$ cat config.mk
export PLATFORM = sky130hd
export DESIGN_NAME = updown_counter_param
export DESIGN_NICKNAME = d
export VERILOG_FILES = /design/src/rtl/counter_pkg.sv /design/src/rtl/updown_next_calc.sv /design/src/rtl/updown_counter_param.sv
export SDC_FILE = /design/constraint.sdc
export NUM_CORES = 1
export LEC_CHECK = 0
export CAP_MARGIN = 20
export CELL_PAD_IN_SITES_DETAIL_PLACEMENT = 0
export CELL_PAD_IN_SITES_GLOBAL_PLACEMENT = 1
export CORE_MARGIN = 10
export CORE_UTILIZATION = 31
export DETAILED_ROUTE_END_ITERATION = 12
export GPL_TIMING_DRIVEN = 0
export PLACE_DENSITY = 0.74
export SYNTH_ARGS = -nofsm -noshare
export SYNTH_HDL_FRONTEND = slang
export SYNTH_HIERARCHICAL = 1
export SYNTH_SLANG_ARGS = --single-unit
$ cat constraint.sdc
create_clock -name CLK -period 2.1 [get_ports CLK]
set_input_delay 0.42 -clock CLK [delete_from_list [all_inputs] [get_ports CLK]]
set_output_delay 0.42 -clock CLK [all_outputs]
set_load 0.02 [all_outputs]
$ cat src/rtl/counter_pkg.sv
// Shared definitions for the parametrised up/down counter family:
// mode constants, step direction and bound arithmetic helpers.
package counter_pkg;

  localparam int CNT_SATURATE = 0;
  localparam int CNT_WRAP     = 1;

  typedef enum logic {
    DIR_UP   = 1'b0,
    DIR_DOWN = 1'b1
  } cnt_dir_e;

  function automatic int unsigned range_size(input int unsigned min_val,
                                             input int unsigned max_val);
    return max_val - min_val + 32'd1;
  endfunction

  function automatic int unsigned clamp_val(input int unsigned value,
                                            input int unsigned lo,
                                            input int unsigned hi);
    if (value < lo) begin
      return lo;
    end else if (value > hi) begin
      return hi;
    end else begin
      return value;
    end
  endfunction

endpackage

$ cat src/rtl/updown_next_calc.sv
// Combinational next-value calculator for one step in a given direction,
// handling step clamping, bound detection and saturate/wrap correction.
module updown_next_calc
  import counter_pkg::*;
#(
  parameter int WIDTH   = 5,
  parameter int MIN_VAL = 0,
  parameter int MAX_VAL = 31
) (
  input  logic [WIDTH-1:0] i_count,
  input  logic [WIDTH-1:0] i_step,
  input  cnt_dir_e         i_dir,
  input  logic             i_wrap,
  output logic [WIDTH-1:0] o_next,
  output logic             o_event
);

  // Two guard bits: one for the carry, one so MIN + step never overflows.
  localparam int XW = WIDTH + 2;
  localparam logic [XW-1:0] RANGE_X = XW'(range_size(32'(MIN_VAL), 32'(MAX_VAL)));
  localparam logic [XW-1:0] MIN_X   = XW'(MIN_VAL);
  localparam logic [XW-1:0] MAX_X   = XW'(MAX_VAL);

  logic [XW-1:0] w_count_x;
  logic [XW-1:0] w_step_raw_x;
  logic [XW-1:0] w_step_x;
  logic [XW-1:0] w_sum_x;
  logic [XW-1:0] w_floor_x;

  assign w_count_x    = {2'b00, i_count};
  assign w_step_raw_x = {2'b00, i_step};
  assign w_step_x     = (w_step_raw_x > RANGE_X) ? RANGE_X : w_step_raw_x;
  assign w_sum_x      = w_count_x + w_step_x;
  // A down-step underflows exactly when count - step < MIN, i.e. count < MIN + step.
  assign w_floor_x    = MIN_X + w_step_x;

  always_comb begin
    o_next  = i_count;
    o_event = 1'b0;
    case (i_dir)
      DIR_UP: begin
        if (w_sum_x > MAX_X) begin
          o_event = 1'b1;
          if (i_wrap) begin
            o_next = WIDTH'(w_sum_x - RANGE_X);
          end else begin
            o_next = WIDTH'(MAX_X);
          end
        end else begin
          o_next = WIDTH'(w_sum_x);
        end
      end
      DIR_DOWN: begin
        if (w_count_x < w_floor_x) begin
          o_event = 1'b1;
          if (i_wrap) begin
            o_next = WIDTH'(w_count_x + RANGE_X - w_step_x);
          end else begin
            o_next = WIDTH'(MIN_X);
          end
        end else begin
          o_next = WIDTH'(w_count_x - w_step_x);
        end
      end
      default: begin
        o_next  = i_count;
        o_event = 1'b0;
      end
    endcase
  end

endmodule

$ cat src/rtl/updown_counter_param.sv
// Bounded up/down counter with load, enable, programmable step,
// saturate/wrap mode and registered overflow/underflow pulses.
module updown_counter_param
  import counter_pkg::*;
#(
  parameter int WIDTH   = 5,
  parameter int MIN_VAL = 0,
  parameter int MAX_VAL = 2**WIDTH - 1,
  parameter int WRAP    = CNT_SATURATE
) (
  input  logic             CLK,
  input  logic             RST,
  input  logic             EN,
  input  logic             Load,
  input  logic             Up,
  input  logic             Down,
  input  logic [WIDTH-1:0] IN,
  input  logic [WIDTH-1:0] STEP,
  output logic [WIDTH-1:0] counter,
  output logic             High,
  output logic             Low,
  output logic             Ovf,
  output logic             Unf
);

  generate
    if (WIDTH < 2 || MIN_VAL < 0 || MIN_VAL >= MAX_VAL || MAX_VAL > 2**WIDTH - 1 ||
        (WRAP != CNT_SATURATE && WRAP != CNT_WRAP)) begin : g_bad_params
      $fatal(1, "updown_counter_param: illegal WIDTH/MIN_VAL/MAX_VAL/WRAP");
    end
  endgenerate

  localparam logic [WIDTH-1:0] MIN_W   = WIDTH'(MIN_VAL);
  localparam logic [WIDTH-1:0] MAX_W   = WIDTH'(MAX_VAL);
  localparam logic             WRAP_EN = 1'(WRAP == CNT_WRAP);

  logic [WIDTH-1:0] r_count;
  logic             r_ovf;
  logic             r_unf;

  logic [WIDTH-1:0] w_load_val;
  logic [WIDTH-1:0] w_calc_next;
  logic             w_calc_event;
  logic [WIDTH-1:0] w_next_count;
  logic             w_next_ovf;
  logic             w_next_unf;
  cnt_dir_e         w_dir;

  assign w_load_val = WIDTH'(clamp_val(32'(IN), 32'(MIN_VAL), 32'(MAX_VAL)));
  // Down outranks Up, so a simultaneous request evaluates the down-step.
  assign w_dir      = Down ? DIR_DOWN : DIR_UP;

  updown_next_calc #(
    .WIDTH   (WIDTH),
    .MIN_VAL (MIN_VAL),
    .MAX_VAL (MAX_VAL)
  ) u_next_calc (
    .i_count (r_count),
    .i_step  (STEP),
    .i_dir   (w_dir),
    .i_wrap  (WRAP_EN),
    .o_next  (w_calc_next),
    .o_event (w_calc_event)
  );

  always_comb begin
    w_next_count = r_count;
    w_next_ovf   = 1'b0;
    w_next_unf   = 1'b0;
    if (Load) begin
      w_next_count = w_load_val;
    end else if (EN && (Up || Down)) begin
      w_next_count = w_calc_next;
      w_next_ovf   = w_calc_event && !Down;
      w_next_unf   = w_calc_event && Down;
    end else begin
      w_next_count = r_count;
    end
  end

  always_ff @(posedge CLK or negedge RST) begin
    if (!RST) begin
      r_count <= MIN_W;
      r_ovf   <= 1'b0;
      r_unf   <= 1'b0;
    end else begin
      r_count <= w_next_count;
      r_ovf   <= w_next_ovf;
      r_unf   <= w_next_unf;
    end
  end

  assign counter = r_count;
  assign Ovf     = r_ovf;
  assign Unf     = r_unf;
  assign High    = (r_count == MAX_W);
  assign Low     = (r_count == MIN_W);

endmodule

After elaboration in Yosys (flattened, before gate mapping)
Index checks and enable logic that the tools add are counted.
- logic and storage cells: 31
- input port bits: 16
- output and inout bits: 9
- register bits after elaboration: 7
- eq/ne operators: 1
- bitwise operators: 1
- muxes and demuxes: 14
- add/sub/neg operators: 2
- order comparisons: 3
- reductions and logical operators: 7
- operator list (kind ; number):
    2-to-1 mux 5 bit ; 4
    one-hot mux 5 bit (2 select lines) ; 1
    adder 5 x 6 -> 7 bit ; 1
    greater-than comparator 7 x 5 -> 1 bit, second input constant ; 1
    2-to-1 mux 1 bit ; 7
    greater-than comparator 5 x 6 -> 1 bit, second input constant ; 1
    less-than comparator 5 x 6 -> 1 bit ; 1
    2-to-1 mux 6 bit ; 1
    equality test 5 bit, second input constant ; 1
    zero test 5 bit ; 1
    subtractor 5 bit ; 1
    logical AND 1 bit ; 3
    one-hot mux 1 bit (2 select lines) ; 1
    nonzero test 2 bit ; 1
    zero test 1 bit ; 1
    logical OR 1 bit ; 1
    inverter 1 bit ; 1

Logic depth before layout (Yosys ltp)
- word-level depth: 9
- depth in mapped cells: 10
- gate-level depth less buffers: 10

By module
The synthesis kept the hierarchy.
- modules (own cells, without submodules) (module ; seq. area each (µm²) ; instances ; cells an instance ; area an instance (µm²)):
    updown_next_calc ; 0.0 ; 1 ; 67 ; 484.2
    updown_counter_param ; 175.2 ; 1 ; 29 ; 384.1

Worst setup path after synthesis
No wires, ideal clock.
- kind: reg-to-reg
- start: register r_count[0] (netlist: counter[0])
- end: register r_count[4] (netlist: counter[4])
- library setup time: 0.125 ns
- stages on the path, launching flop included: 11
- path buffers: 0
- data arrival time: 2.189 ns
- period minus slack after synthesis: 2.313 ns
- required time: 1.975 ns
- path slack: -0.213 ns
- cell sequence: dfrtp_1 inv_1 ha_1 fa_1 nand3b_1 nand2_1 o21ai_0 nand3_1 o2111ai_1 mux2_4 mux2_2
- cells in the longest elaborated chain, start to end: 6
- elaborated cells between the ends (all ways): 9
- those cells by class: add/sub: 2; order compare: 2; mux: 5
- ends and longest elaborated chain (element ; RTL line ; text):
    from (decl) ; updown_counter_param.sv:37 ; logic [WIDTH-1:0] r_count;
    from (signal assigned) ; updown_counter_param.sv:87 ; r_count <= w_next_count;
    adder 5 x 6 -> 7 bit ; updown_next_calc.sv:33 ; assign w_sum_x = w_count_x + w_step_x;
    greater-than comparator 7 x 5 -> 1 bit ; updown_next_calc.sv:42 ; if (w_sum_x > MAX_X) begin
    2-to-1 mux 5 bit ; updown_next_calc.sv:42 ;
    one-hot mux 5 bit (2 select lines) (*) ; updown_next_calc.sv:40 ; case (i_dir)
    net w_calc_next[4] ; updown_counter_param.sv:42 ; logic [WIDTH-1:0] w_calc_next;
    2-to-1 mux 5 bit (*) ; updown_counter_param.sv:72 ; end else if (EN && (Up || Down)) begin
    2-to-1 mux 5 bit (*) ; updown_counter_param.sv:70 ; if (Load) begin
The timed path passes the listed nets; every way through them passes the cells marked *. The select of a mux whose other input is x is not followed.
A chain may end at the register's enable or synchronous reset.

Worst setup path in the final report
- start: register r_count[0] (netlist: counter[0])
- end: register r_count[2] (netlist: counter[2])
The elaborated chain is that of the path after synthesis.

==> flow_metrics.tcl <==
set metrics [dict create \
    wire_per_inst_um 15.2 \
    vias_per_cell 4.95 \
    critical_path.max_fanout 3 \
    finalClockSkew_ps 6.32 \
    yosys-top-cells-count "ha_1 (10), inv_1 (10), a21oi_1 (8), nor2_1 (8), dfrtp_1 (7)" \
    setup_ws_ps -130 \
    syn_area_per_cell_um2 9.05 \
    fin_area_um2 1410 \
    path_class "reg -> reg" \
    rows 19 \
    cts_root_buf "clkbuf_4" \
    holdBufCountCts 0 \
    ys_seq_elements 7 \
    status "finished, violations left" \
    portBuffers 23 \
    route.detailed.drc 0 \
    n_antenna_cell 0 \
    netlist_instances 96 \
    clkSlewWorstSetupHoldPaths_ps 50 \
    fin_nets 166 \
    muxShareOfSynthArea 0.151 \
    required_ps 2240 \
    overflow 0 \
    synth_xor_area_frac 0 \
    die_h_um 72.9 \
    period_share 1.06 \
    grt_use_met3 0.0367 \
    vias 832 \
    rsz0062_at_grt "true" \
    r2r-end "counter[2]$_DFFE_PN0P_" \
    start_util 0.320 \
    dieArea_um2 5320 \
    async_flop_share 1.00 \
    clockBufferDepth 2 \
    worst_hold_slack_ps 405 \
    synthesis.area_um2 868 \
    ant_nets 0 \
    antenna_found_initial 0 \
    hold_start "Load" \
    synthAdderAreaFrac 0.190 \
    fillers 251 \
    setup.worst_path.start_class "flip-flop" \
    hold_viol 0 \
    synth_top_family_by_area "compound AO/OA/AOI/OAI gates" \
    synth-compound-area-share 0.205 \
    hold_path_depth 2 \
    grt.met2_usage 0.176 \
    yosysTopAreaCell "dfrtp_1" \
    drive_above_1_share 0.438 \
    track_usage 0.0981 \
    setup_viol_count_final 5 \
    crit_path_end_kind "flip-flop" \
    grt_max_degree 11 \
    wirelength_um 2550 \
    pre_cts_slack_ps -797 \
    placed_area_um2 1180 \
    synthSimpleGateAreaFrac 0.187 \
    min_to "Ovf$_DFF_PN0_" \
    dpl.hpwl_um 1820 \
    use_met1 0.106 \
    finalMaxSlewViolations 0 \
    drt-initial-drc-count 25 \
    grt-busiest-layer "met2" \
    seq_area_um2 179 \
    core-area_um2 2710 \
    gp_congestion 0.810 \
    cp.arrival_ps 2370 \
    ios 25 \
    reg2reg_setup_slack_ps -130 \
    netlist-cell-type-count 37 \
    r2r_cells 10 \
    drtPass1Iterations 4 \
    hold_path_class "in -> reg" \
    grt_pass1_wl_um 4270 \
    yosys_warnings 6 \
    grt_pass1_vias 911 \
    drv_cap 0 \
    cts_tree "yes" \
    cts_sinks 7 \
    insertion_delay_ps 260 \
    yosysSeqAreaShare 0.202 \
    area_growth_syn_to_layout_pct 62.0 \
    fin_crit_ps 2230 \
    synthTopCellsByArea "dfrtp_1 (20%), ha_1 (14%), mux2_4 (8.6%)" \
    synthFlopType "dfrtp_1" \
    power.density_nw_per_um2 1040 \
    synth_top_area_frac 0.202 \
    r2r-start "counter[0]$_DFFE_PN0P_" \
    failed_checks "negative setup slack" \
    ctsHtreeMaxLevel 1 \
    fmax_mhz 448 \
    vdd_drop_max_mv 0.665 \
    p_total_uw 1460 \
    synth_edf_count 0 \
    power_leakage_uw 0.000608 \
    cts_buffers 3 \
    multiInputGateArea_um2 801 \
    die_width_um 72.9 \
]
[metrics by stage]
stage | cells | utilization | TNS [ps]
6_report | 168 | 0.519 | -589
5_1_grt | 168 | 0.519 | -1280
4_1_cts | 168 | 0.500 | -620
3_5_place_dp | 153 | 0.435 | -4680
3_3_place_gp | 153 | 0.435 | -4540
2_1_floorplan | 99 | - | -92.9
[cell usage in the layout, fill, tap and decap left out, types with 2 or more instances in the layout]
cell and instances:
inv_1 5, buf_4 12, inv_2 5, a21oi_1 6
ha_1 5, nand3b_1 2, o21a_1 2, clkdlybuf4s50_1 17
clkbuf_4 3, nor2_2 2, conb_1 4, nand2b_4 2
nor3_1 2, mux2_2 3, dlygate4sd2_1 3, dfrtp_2 3
dfrtp_1 4, ha_4 4, nor2_1 6, nand3_1 2
o21ai_0 2, nand2_1 3, mux2_4 7
[critical path: stages, from the launching register on]
cell	delay [ps]
dfrtp_2	420
inv_2	70
ha_4	130
fa_2	200
nand3b_1	170
a21boi_2	100
o31ai_4	210
o221ai_1	140
o2bb2ai_1	140
mux2_4	270
mux2_4	260
[state kept, by name (all words and copies together) (netlist names)]
name     count
Unf          1
Ovf          1
counter      5
[power breakdown]
group	total (µW)	switching, µW	internal [µW]
clock network	122	49.9	72.5
registers	257	77.3	179
logic	1090	497	589
total	1460	624	841
[worst max-delay path by stage]
stage	startpoint	end	slack, ps	cells after the start
after floorplan	counter[0]$_DFFE_PN0P_	counter[4]$_DFFE_PN0P_	-90	10
after global placement	STEP[3]	counter[2]$_DFFE_PN0P_	-790	10
after detailed placement	STEP[1]	counter[4]$_DFFE_PN0P_	-800	10
after CTS	counter[0]$_DFFE_PN0P_	counter[2]$_DFFE_PN0P_	-180	10
after global routing	counter[0]$_DFFE_PN0P_	counter[2]$_DFFE_PN0P_	-230	10
final	counter[0]$_DFFE_PN0P_	counter[2]$_DFFE_PN0P_	-130	10
[cell families after synthesis]
group,count (synthesis)
AOI/OAI and AO/OA,25
adders and majority gates,12
buffers and inverters,12
DFF,7
muxes,10
other,1
and+or+nand+nor,29
[what timing repair did]
item / in CTS / in global routing
pin swaps: 14 / 6
setup endpoints to repair: 8 / 8
setup buffers: 11 / 0
resized for setup: 29 / 14
[final cells by class]
class / instances / share of cell area
multi-input combinational: 80 / 0.569
sequential: 7 / 0.127
buffer: 2 / 0.0116
clock buffer: 4 / 0.0187
timing repair buffer: 34 / 0.219
inverter: 10 / 0.0267
tap: 31 / 0.0276
[metal layers]
metal  share of wire  wire length (µm)  vias to the layer above
li1                -                 -                      424
met1            0.41              1050                      394
met2            0.54              1370                       14
met3           0.051               129                        0
met4               0                 0                        0
met5               0                 0                        -
Power figures use the tool's default switching activity.
